--- config.mk ---
export PLATFORM = sky130hd
export DESIGN_NAME = ic_xfer_ctl
export DESIGN_NICKNAME = d
export VERILOG_FILES = /design/src/rtl/mvu_ic_pkg.sv /design/src/rtl/ic_xfer_dly.sv /design/src/rtl/ic_xfer_ctl.sv
export SDC_FILE = /design/constraint.sdc
export NUM_CORES = 1
export LEC_CHECK = 0
export CAP_MARGIN = 20
export CORE_AREA = 2 2 176 178
export CTS_CLUSTER_DIAMETER = 60
export DETAILED_ROUTE_END_ITERATION = 16
export DIE_AREA = 0 0 178 180
export PLACE_DENSITY = 0.59
export SLEW_MARGIN = 20
export SYNTH_ARGS = -nofsm -noshare
export SYNTH_HDL_FRONTEND = slang
export SYNTH_HIERARCHICAL = 1
export SYNTH_SLANG_ARGS = --single-unit
--- constraint.sdc ---
create_clock -name clk -period 7.7 [get_ports clk]
set_clock_uncertainty 0.2 [all_clocks]
set_input_delay 1.54 -clock clk [delete_from_list [all_inputs] [get_ports clk]]
set_output_delay 1.54 -clock clk [all_outputs]
set_load 0.02 [all_outputs]
--- src/rtl/mvu_ic_pkg.sv ---
// Shared definitions for the MVU interconnect transfer controller.
//   BDBANKA - data-bank address width
//   BDBANKW - data-bank word width
//   idx_w() - bits needed to index one of n MVUs (at least 1)
//   xfer_state_e - controller states IDLE/CFG/RUN/DRAIN/DONE
package mvu_ic_pkg;

    localparam int BDBANKA = 14;
    localparam int BDBANKW = 64;

    function automatic int idx_w(input int n);
        return (n > 1) ? $clog2(n) : 1;
    endfunction

    typedef enum logic [2:0] {
        IDLE,
        CFG,
        RUN,
        DRAIN,
        DONE
    } xfer_state_e;

endpackage

--- src/rtl/ic_xfer_dly.sv ---
// Commit-flag delay line matching the interconnect pipeline depth.
//   clk, rst     - clock, synchronous active-high reset
//   commit_i     - a read beat committed this cycle
//   commit_o     - the commit issued LAT cycles ago arrives at the destinations now
//   in_flight_o  - a commit is still in the pipe beyond the one arriving now
module ic_xfer_dly #(
    parameter int LAT = 2
) (
    input  logic clk,
    input  logic rst,
    input  logic commit_i,
    output logic commit_o,
    output logic in_flight_o
);

    // Every stage except the output stage; empty when LAT is 1.
    localparam logic [LAT-1:0] BODY = (LAT'(1) << (LAT - 1)) - LAT'(1);

    logic [LAT-1:0] sr_q;

    // NOTE: the pipe is reset, not left as plain storage: a reset must
    // discard commits still travelling, or a stale arrival would advance
    // the write address of the next transfer.
    always_ff @(posedge clk) begin
        if (rst) begin
            sr_q <= '0;
        end else begin
            sr_q <= (sr_q << 1) | LAT'(commit_i);
        end
    end

    assign commit_o    = sr_q[LAT-1];
    // Excluding the output stage lets DRAIN last exactly as long as the
    // last commit needs to reach the destinations.
    assign in_flight_o = |(sr_q & BODY);

endmodule

--- src/rtl/ic_xfer_ctl.sv ---
// Sequences one inter-MVU transfer: programs the interconnect routing,
// issues source reads until every beat is fully granted, and produces the
// destination write address aligned with arriving words.
//   clk, rst           - clock, synchronous active-high reset
//   cmd_*              - command handshake and fields (perm, dst mask, bases, len)
//   ic_clr             - interconnect clear pulse (CFG cycle)
//   ic_recv_from       - routing, held from CFG until the next command
//   rdi_en/grnt/addr   - interconnect-side reads on the source MVUs
//   wri_grnt/addr      - destination write grant / write address
//   busy, done, err    - status; err is sticky until reset or next accept
// Optional build macro IC_XFER_TIMEOUT_EN adds a stall timeout (TOW bits).
module ic_xfer_ctl
    import mvu_ic_pkg::*;
#(
    parameter int N       = 8,
    parameter int BDBANKA = mvu_ic_pkg::BDBANKA,
    parameter int LAT     = 2,
    parameter int LENW    = 14
`ifdef IC_XFER_TIMEOUT_EN
    ,
    parameter int TOW     = 8
`endif
) (
    input  logic                  clk,
    input  logic                  rst,
    input  logic                  cmd_valid,
    output logic                  cmd_ready,
    input  logic [N*idx_w(N)-1:0] cmd_perm,
    input  logic [N-1:0]          cmd_dst_mask,
    input  logic [BDBANKA-1:0]    cmd_rd_base,
    input  logic [BDBANKA-1:0]    cmd_wr_base,
    input  logic [LENW-1:0]       cmd_len,
    output logic                  ic_clr,
    output logic [N*idx_w(N)-1:0] ic_recv_from,
    output logic [N-1:0]          rdi_en,
    input  logic [N-1:0]          rdi_grnt,
    output logic [N*BDBANKA-1:0]  rdi_addr,
    input  logic [N-1:0]          wri_grnt,
    output logic [N*BDBANKA-1:0]  wri_addr,
    output logic                  busy,
    output logic                  done,
    output logic                  err
);

    localparam int IW = idx_w(N);

    xfer_state_e        state_q, state_d;
    logic [N*IW-1:0]    perm_q, recv_q;
    logic [N-1:0]       mask_q, src_q, src_d;
    logic [BDBANKA-1:0] rd_base_q, wr_base_q, rd_addr, wr_addr;
    logic [LENW-1:0]    len_q, cnt_q, wcnt_q;
    logic               err_q, accept, commit, last_beat, dly_commit, in_flight;
    logic               wr_short, timeout;

    // Sources feeding at least one participating destination.
    always_comb begin
        src_d = '0;
        for (int d = 0; d < N; d++) begin
            if (cmd_dst_mask[d]) src_d[cmd_perm[d*IW +: IW]] = 1'b1;
        end
    end

    assign accept    = (state_q == IDLE) && cmd_valid;
    // A beat counts only when every source granted; an empty source set
    // therefore commits on every RUN cycle.
    assign commit    = (state_q == RUN) && ((rdi_grnt & src_q) == src_q);
    assign last_beat = commit && ((cnt_q + LENW'(1)) == len_q);
    assign wr_short  = dly_commit && ((wri_grnt & mask_q) != mask_q);

`ifdef IC_XFER_TIMEOUT_EN
    localparam logic [TOW-1:0] TO_LAST = {{(TOW-1){1'b1}}, 1'b0};

    logic [TOW-1:0] stall_q;

    // Fires on the stall cycle that brings the run of misses to 2^TOW-1.
    assign timeout = (state_q == RUN) && !commit && (stall_q == TO_LAST);

    always_ff @(posedge clk) begin
        if (rst || state_q == CFG || commit) begin
            stall_q <= '0;
        end else if (state_q == RUN) begin
            stall_q <= stall_q + TOW'(1);
        end
    end
`else
    assign timeout = 1'b0;
`endif

    // NOTE: every output and state_d gets a default before the case so no
    // path leaves a value unassigned and infers a latch.
    always_comb begin
        state_d   = state_q;
        cmd_ready = 1'b0;
        busy      = 1'b1;
        done      = 1'b0;
        ic_clr    = 1'b0;
        rdi_en    = '0;
        unique case (state_q)
            IDLE: begin
                cmd_ready = 1'b1;
                busy      = 1'b0;
                if (cmd_valid) state_d = CFG;
            end
            CFG: begin
                ic_clr  = 1'b1;
                state_d = (len_q == '0) ? DONE : RUN;
            end
            RUN: begin
                rdi_en = src_q;
                if (last_beat || timeout) state_d = DRAIN;
            end
            DRAIN: begin
                if (!in_flight) state_d = DONE;
            end
            DONE: begin
                done    = 1'b1;
                state_d = IDLE;
            end
            default: state_d = IDLE;
        endcase
    end

    // NOTE: sequential state uses non-blocking assignments so every register
    // samples pre-edge values regardless of statement order.
    always_ff @(posedge clk) begin
        if (rst) begin
            state_q   <= IDLE;
            perm_q    <= '0;
            recv_q    <= '0;
            mask_q    <= '0;
            src_q     <= '0;
            rd_base_q <= '0;
            wr_base_q <= '0;
            len_q     <= '0;
            cnt_q     <= '0;
            wcnt_q    <= '0;
            err_q     <= 1'b0;
        end else begin
            state_q <= state_d;
            if (accept) begin
                perm_q    <= cmd_perm;
                mask_q    <= cmd_dst_mask;
                src_q     <= src_d;
                rd_base_q <= cmd_rd_base;
                wr_base_q <= cmd_wr_base;
                len_q     <= cmd_len;
                cnt_q     <= '0;
                wcnt_q    <= '0;
            end
            if (state_q == CFG) recv_q <= perm_q;
            if (commit)         cnt_q  <= cnt_q + LENW'(1);
            // Only committed arrivals advance the write address; a duplicate
            // word rewrites the address of the beat it repeats.
            if (dly_commit)     wcnt_q <= wcnt_q + LENW'(1);
            if (accept) begin
                err_q <= 1'b0;
            end else if (wr_short || timeout) begin
                err_q <= 1'b1;
            end
        end
    end

    ic_xfer_dly #(
        .LAT(LAT)
    ) u_dly (
        .clk        (clk),
        .rst        (rst),
        .commit_i   (commit),
        .commit_o   (dly_commit),
        .in_flight_o(in_flight)
    );

    assign rd_addr      = rd_base_q + BDBANKA'(cnt_q);
    assign wr_addr      = wr_base_q + BDBANKA'(wcnt_q);
    assign rdi_addr     = {N{rd_addr}};
    assign wri_addr     = {N{wr_addr}};
    assign ic_recv_from = recv_q;
    assign err          = err_q;

endmodule

# ---- Word level (Yosys, flattened, before mapping)
# Index checks and enable logic that the tools add are counted.
dict set report op_classes {
  add_sub_neg 4
  n_lt_le_gt_ge 16
  n_eq_ne 10
  mux 37
  bitwise_logic 10
  reduce_logical 18
}
# op n
set op_table {}
lappend op_table {{$mux 8} 9}
lappend op_table {{$or 8x8->8} 7}
lappend op_table {{$mux 14} 3}
lappend op_table {{$lt 3x4->1 const B} 8}
lappend op_table {{$add 14x1->14 const B} 2}
lappend op_table {{$add 14x14->14} 2}
lappend op_table {{$demux 1 s3} 8}
lappend op_table {{$ge 3x1->1 const B} 8}
lappend op_table {{$and 8x8->8} 2}
lappend op_table {{$eq 14x14->1} 1}
lappend op_table {{$logic_not 14->1} 1}
lappend op_table {{$logic_and 1x1->1} 12}
lappend op_table {{$mux 1} 12}
lappend op_table {{$mux 3} 4}
lappend op_table {{$pmux 3 s4} 1}
lappend op_table {{$eq 8x8->1} 1}
lappend op_table {{$ne 8x8->1} 1}
lappend op_table {{$eq 3x2->1 const B} 2}
lappend op_table {{$ne 2x2->1 const B} 3}
lappend op_table {{$reduce_bool 2->1} 2}
lappend op_table {{$eq 3x1->1 const B} 1}
lappend op_table {{$eq 3x3->1 const B} 1}
lappend op_table {{$logic_not 3->1} 1}
lappend op_table {{$reduce_and 3->1} 1}
lappend op_table {{other kinds (2)} 2}
dict set report word_totals {
  reg_bits 140
  in_bits 93
  out_inout_bits 261
  word_cells 107
}

# ---- Logic depth before layout (Yosys ltp)
dict set report logic_depth {
  ltp_word 19
  ltp_mapped 11
  ltp_nobuf 10
}

# ---- Cells and area by module
# The synthesis kept the hierarchy.
# mod n_inst cells_each area_each_um2 seq_area_each_um2
set modules_own_cells {}
lappend modules_own_cells {ic_xfer_ctl 1 1188 8873.5 2762.6}
lappend modules_own_cells {ic_xfer_dly 1 4 52.6 40.0}

# ---- Least setup slack after synthesis
# Ideal clock, no wire load.
dict set report synth_path {
  path_type {register to output}
  start {reg cnt_q[0]}
  end {out rdi_addr[110]}
  arrival_time_ps 2695
  required_ps 5960
  setup_slack_ps 3265
  path_stages_with_launch 12
  path_buffers 1
  path_cell_list {dfxtp_1 -> ha_1 -> inv_1 -> fa_1 -> nor2b_1 -> o31a_1 -> o211ai_1 -> nand2_1 -> a2111oi_0 -> o21bai_1 -> xor2_1 -> buf_4}
}
dict set report synth_between {
  elab_chain_len 1
}
# element line
set synth_lines {}
lappend synth_lines {{start, declared} ic_xfer_ctl.sv:51} ;# logic [LENW-1:0] len_q, cnt_q, wcnt_q;
lappend synth_lines {{start signal, assigned} ic_xfer_ctl.sv:151} ;# if (commit) cnt_q <= cnt_q + LENW'(1);
lappend synth_lines {{$add 14x14->14} ic_xfer_ctl.sv:173} ;# assign rd_addr = rd_base_q + BDBANKA'(cnt_q);
lappend synth_lines {{end, declared} ic_xfer_ctl.sv:37} ;# output logic [N*BDBANKA-1:0] rdi_addr,
# Every way passes these cells.

# ---- Worst setup path in the final report
dict set report layout_path {
  start {reg wcnt_q[1]}
  end {out wri_addr[83]}
}
dict set report layout_between {
  elab_chain_len 1
}
# element line
set layout_lines {}
lappend layout_lines {{start, declared} ic_xfer_ctl.sv:51}
lappend layout_lines {{start signal, assigned} ic_xfer_ctl.sv:154} ;# if (dly_commit) wcnt_q <= wcnt_q + LENW'(1);
lappend layout_lines {{$add 14x14->14} ic_xfer_ctl.sv:174} ;# assign wr_addr = wr_base_q + BDBANKA'(wcnt_q);
lappend layout_lines {{end, declared} ic_xfer_ctl.sv:39} ;# output logic [N*BDBANKA-1:0] wri_addr,
# Every way passes these cells.

==> key figures <==
Run status
  • Status: completed

Floorplan
  • Initial Utilization: 29.6%
  • Row count: 64
  • DIE WIDTH: 178 um
  • # IOs: approximately 350
  • Die Area: approximately 32,000 um^2
  • DIE HEIGHT: roughly 180 um
  • Core Footprint: 30,200 um^2

Placed design
  • Port bufs: 353
  • Placer Congestion: 0.839
  • Dpl ws: 2.57 ns
  • Placed cells: 1,697
  • Post-DP HPWL: 19,700 um

Cells and area
  • Fillers: 3,064
  • Layout cell share with drive strength beyond 1: under 10%
  • Fin util: ~39%
  • Non-filler instance count after layout: 1,729
  • Register area: around 2800 um^2
  • N_diodes: 0
  • Final #Nets: 1,443
  • Area growth syn-to-layout: 33.0%
  • Multi-input combinational cell area: 4320 um^2

Yosys
  • Ys async rst share: 0%
  • Synth top area share: 31.4%
  • Yosys Warn Count: 6
  • Most frequent cells after synthesis: nand2_1 (241), buf_4 (196), a21oi_1 (149), dfxtp_1 (140), clkbuf_1 (48)
  • Yosys reg bits: 140
  • Sequential area share after synthesis: between 30% and 40%
  • Synthesized area per cell: 7.49 um^2
  • Post-synthesis cell count: 1,192
  • Top post-synthesis cells by area: dfxtp_1 (31%), buf_4 (16%), nand2_1 (10%)
  • Count leader, synth: nand2_1
  • Post-synth EDFFs: 0
  • Synthesized cell area: 8930 um^2
  • Count of different cell masters after synthesis: 57
  • Top FF cell, synth: dfxtp_1
  • Syn nets: between 1,000 and 1,500
  • Dominant cell type by area after synthesis: dfxtp_1

Clocking
  • Clock Path Buffers: 2
  • # H-tree levels: 4
  • Clk sinks: between 100 and 150
  • Clk Latency, worst-skew pair: 0.44 ns
  • TritonCTS clock tree: built
  • Post-CTS Resized: 0
  • Number of CTS-inserted buffers: 17
  • Setup bufs post-CTS: 0
  • Hold-fix buffer count after cts: 0
  • CTS Root Buffer Type: clkbuf_16
  • Clock slew at reported path FFs: 0.07 ns

Routing
  • Drt pass-1 iters: 5
  • ANT nets after route: 0
  • Average wire per standard cell: 15.5 um
  • Drc violations: 0
  • DR vias: 8,354
  • Number of DRC markers in iteration 0: about 420
  • Total Wirelength: around 27,000 um
  • Vias per cell: between 4 and 5

Worst setup path
  • Critical path required time: 5.96 ns
  • CP max stage delay: 0.74 ns
  • CP Capture Type: primary output
  • Critical Path Start Type: flop
  • Critical path depth in cells: 9
  • CP Data Arrival Time: 3.70 ns
  • Crit path buf inv count: 1
  • Critical path type: flop to primary output
  • Critical Path, Cell by Cell: ha_1 > a211oi_1 > o21ai_0 > a21oi_1 > o21ai_0 > o21ai_0 > o21ai_0 > xnor2_1 > clkdlybuf4s50_1
  • R2R Path Start: state_q[1]$_SDFFE_PP0P_
  • Critical-path maximum fanout: 8
  • Reg2reg setup slack: 4.50 ns
  • Crit path top cell by count: o21ai_0
  • Slowest stage cell, crit path: clkdlybuf4s50_1
  • Reg2Reg Depth: 7
  • Worst R2R End: state_q[2]$_SDFFE_PP0P_
  • CP top delay family: compound AO/OA/AOI/OAI gates

STA
  • FMAX: 184 MHz
  • # setup viols final: 0
  • Final Max Slew Viols: 0
  • Final period demand of the worst path: 5.44 ns
  • Final setup TNS: 0 ns
  • Slew HR: 31.6%
  • Count of final hold-check violations: 0
  • Final WS setup: 2.26 ns
  • Least-Margin Pin Slew: 1.03 ns
  • RSZ-0062 raised after global routing: false
  • Tcrit/Tclk final: 70.6%

Pwr
  • Power, Total: about 3.4 mW
  • PwrDens: 285 nW/um^2
  • Leak Pwr: ~4.2 nW
  • Peak supply drop: 141 uV

Worst hold path
  • Hold depth: 2
  • Hold path start: perm_q[10]$_SDFFE_PP0P_
  • Hold Crit Class: flop to flop
  • Hold Path End: ic_recv_from[10]$_SDFFE_PP0P_

Global routing
  • Pin count of the biggest net entering global routing: 89
  • Vias in the first global route: 7,651
  • Total track usage: 16.3%
  • Initial antenna violation count: 1
  • First-pass GRT wire length: 42,000 um
  • Grt total ovfl: 0

Job
  • Max_cap viols: 0
## final cells by class
type / instances / area share [%]
clock buffers: 19 / 3.65
clock inverters: 13 / 1.12
inverters: 33 / 1.04
multi-input cells: 771 / 36.4
flip-flops and latches: 140 / 23.6
well taps: 396 / 4.17
repair buffers: 357 / 30.0
## stage by stage
stage	instance area [um^2]	hold slack, ns
2_1_floorplan	8930	0.232
3_3_place_gp	11300	0.241
3_5_place_dp	11300	0.243
4_1_cts	11900	0.253
5_1_grt	11900	0.272
6_report	11900	0.246
## sequential cells by signal, summed over array words and instances (netlist names), 8 cells and up
register	cells
ic_recv_from	24
perm_q	24
cnt_q	14
len_q	14
rd_base_q	14
wcnt_q	14
wr_base_q	14
mask_q	8
src_q	8
## how the worst max path moves through the flow
stage,slack (ns),start,to
2_1_floorplan,3.27,cnt_q[0]$_SDFFE_PP0P_,rdi_addr[110]
5_1_grt,1.88,wcnt_q[1]$_SDFFE_PP0P_,wri_addr[83]
3_5_place_dp,2.57,wcnt_q[1]$_SDFFE_PP0P_,wri_addr[83]
4_1_cts,2.09,wcnt_q[1]$_SDFFE_PP0P_,wri_addr[83]
3_3_place_gp,2.65,wcnt_q[1]$_SDFFE_PP0P_,wri_addr[83]
6_report,2.26,wcnt_q[1]$_SDFFE_PP0P_,wri_addr[83]
## worst register-to-register path, delay by kind of cell, from the launching register on
| family | cells | cell delay (ns) |
|---|---|---|
| AO/OA/AOI/OAI | 2 | 0.44 |
| AND/OR/NAND/NOR | 5 | 2.04 |
| flip-flops | 1 | 0.47 |
## kinds of logic (layout without fill, tap and decap cells)
kind of cell	Yosys count	after routing	synth area share, %
xor gates and xnor gates	42	42	4.12
buffers and inverters	281	422	20.2
adders and majority gates	30	30	4.37
muxes	1	1	0.112
DFF	140	140	31.4
AOI/OAI and AO/OA	280	280	18.4
and+or+nand+nor	418	418	21.4
## power breakdown
part	internal [mW]	total, mW	switching (mW)	leakage, nW
logic	0.685	1.65	0.961	2.79
registers	0.835	0.927	0.0922	1.14
clock network	0.454	0.813	0.359	0.269
## metal layers
metal	global-route usage, %	vias to the layer above	wire [um]
li1	-	4124	-
met1	20.7	3876	11700
met2	26.9	325	12500
met4	4.33	2	352
met5	0	-	11
met3	4.61	27	2180
## cells in the final DEF, fill, tap and decap left out, types with 10 or more instances in the layout
cell type / Yosys / routed
o22ai_1: 31 / 31
nor2_1: 45 / 45
o21a_1: 10 / 10
o21ai_1: 10 / 10
inv_1: 31 / 31
nand3_1: 12 / 12
nand4_1: 10 / 10
clkdlybuf4s50_1: 0 / 352
xor2_1: 14 / 14
a21oi_1: 149 / 149
nand2b_1: 30 / 30
o21ai_0: 24 / 24
nand2_1: 241 / 240
dfxtp_1: 140 / 140
ha_1: 28 / 28
clkbuf_16: 0 / 17
xnor2_1: 28 / 28
nor3_1: 22 / 22
and2_1: 12 / 11
No activity file was read; power rests on OpenSTA's default activity.
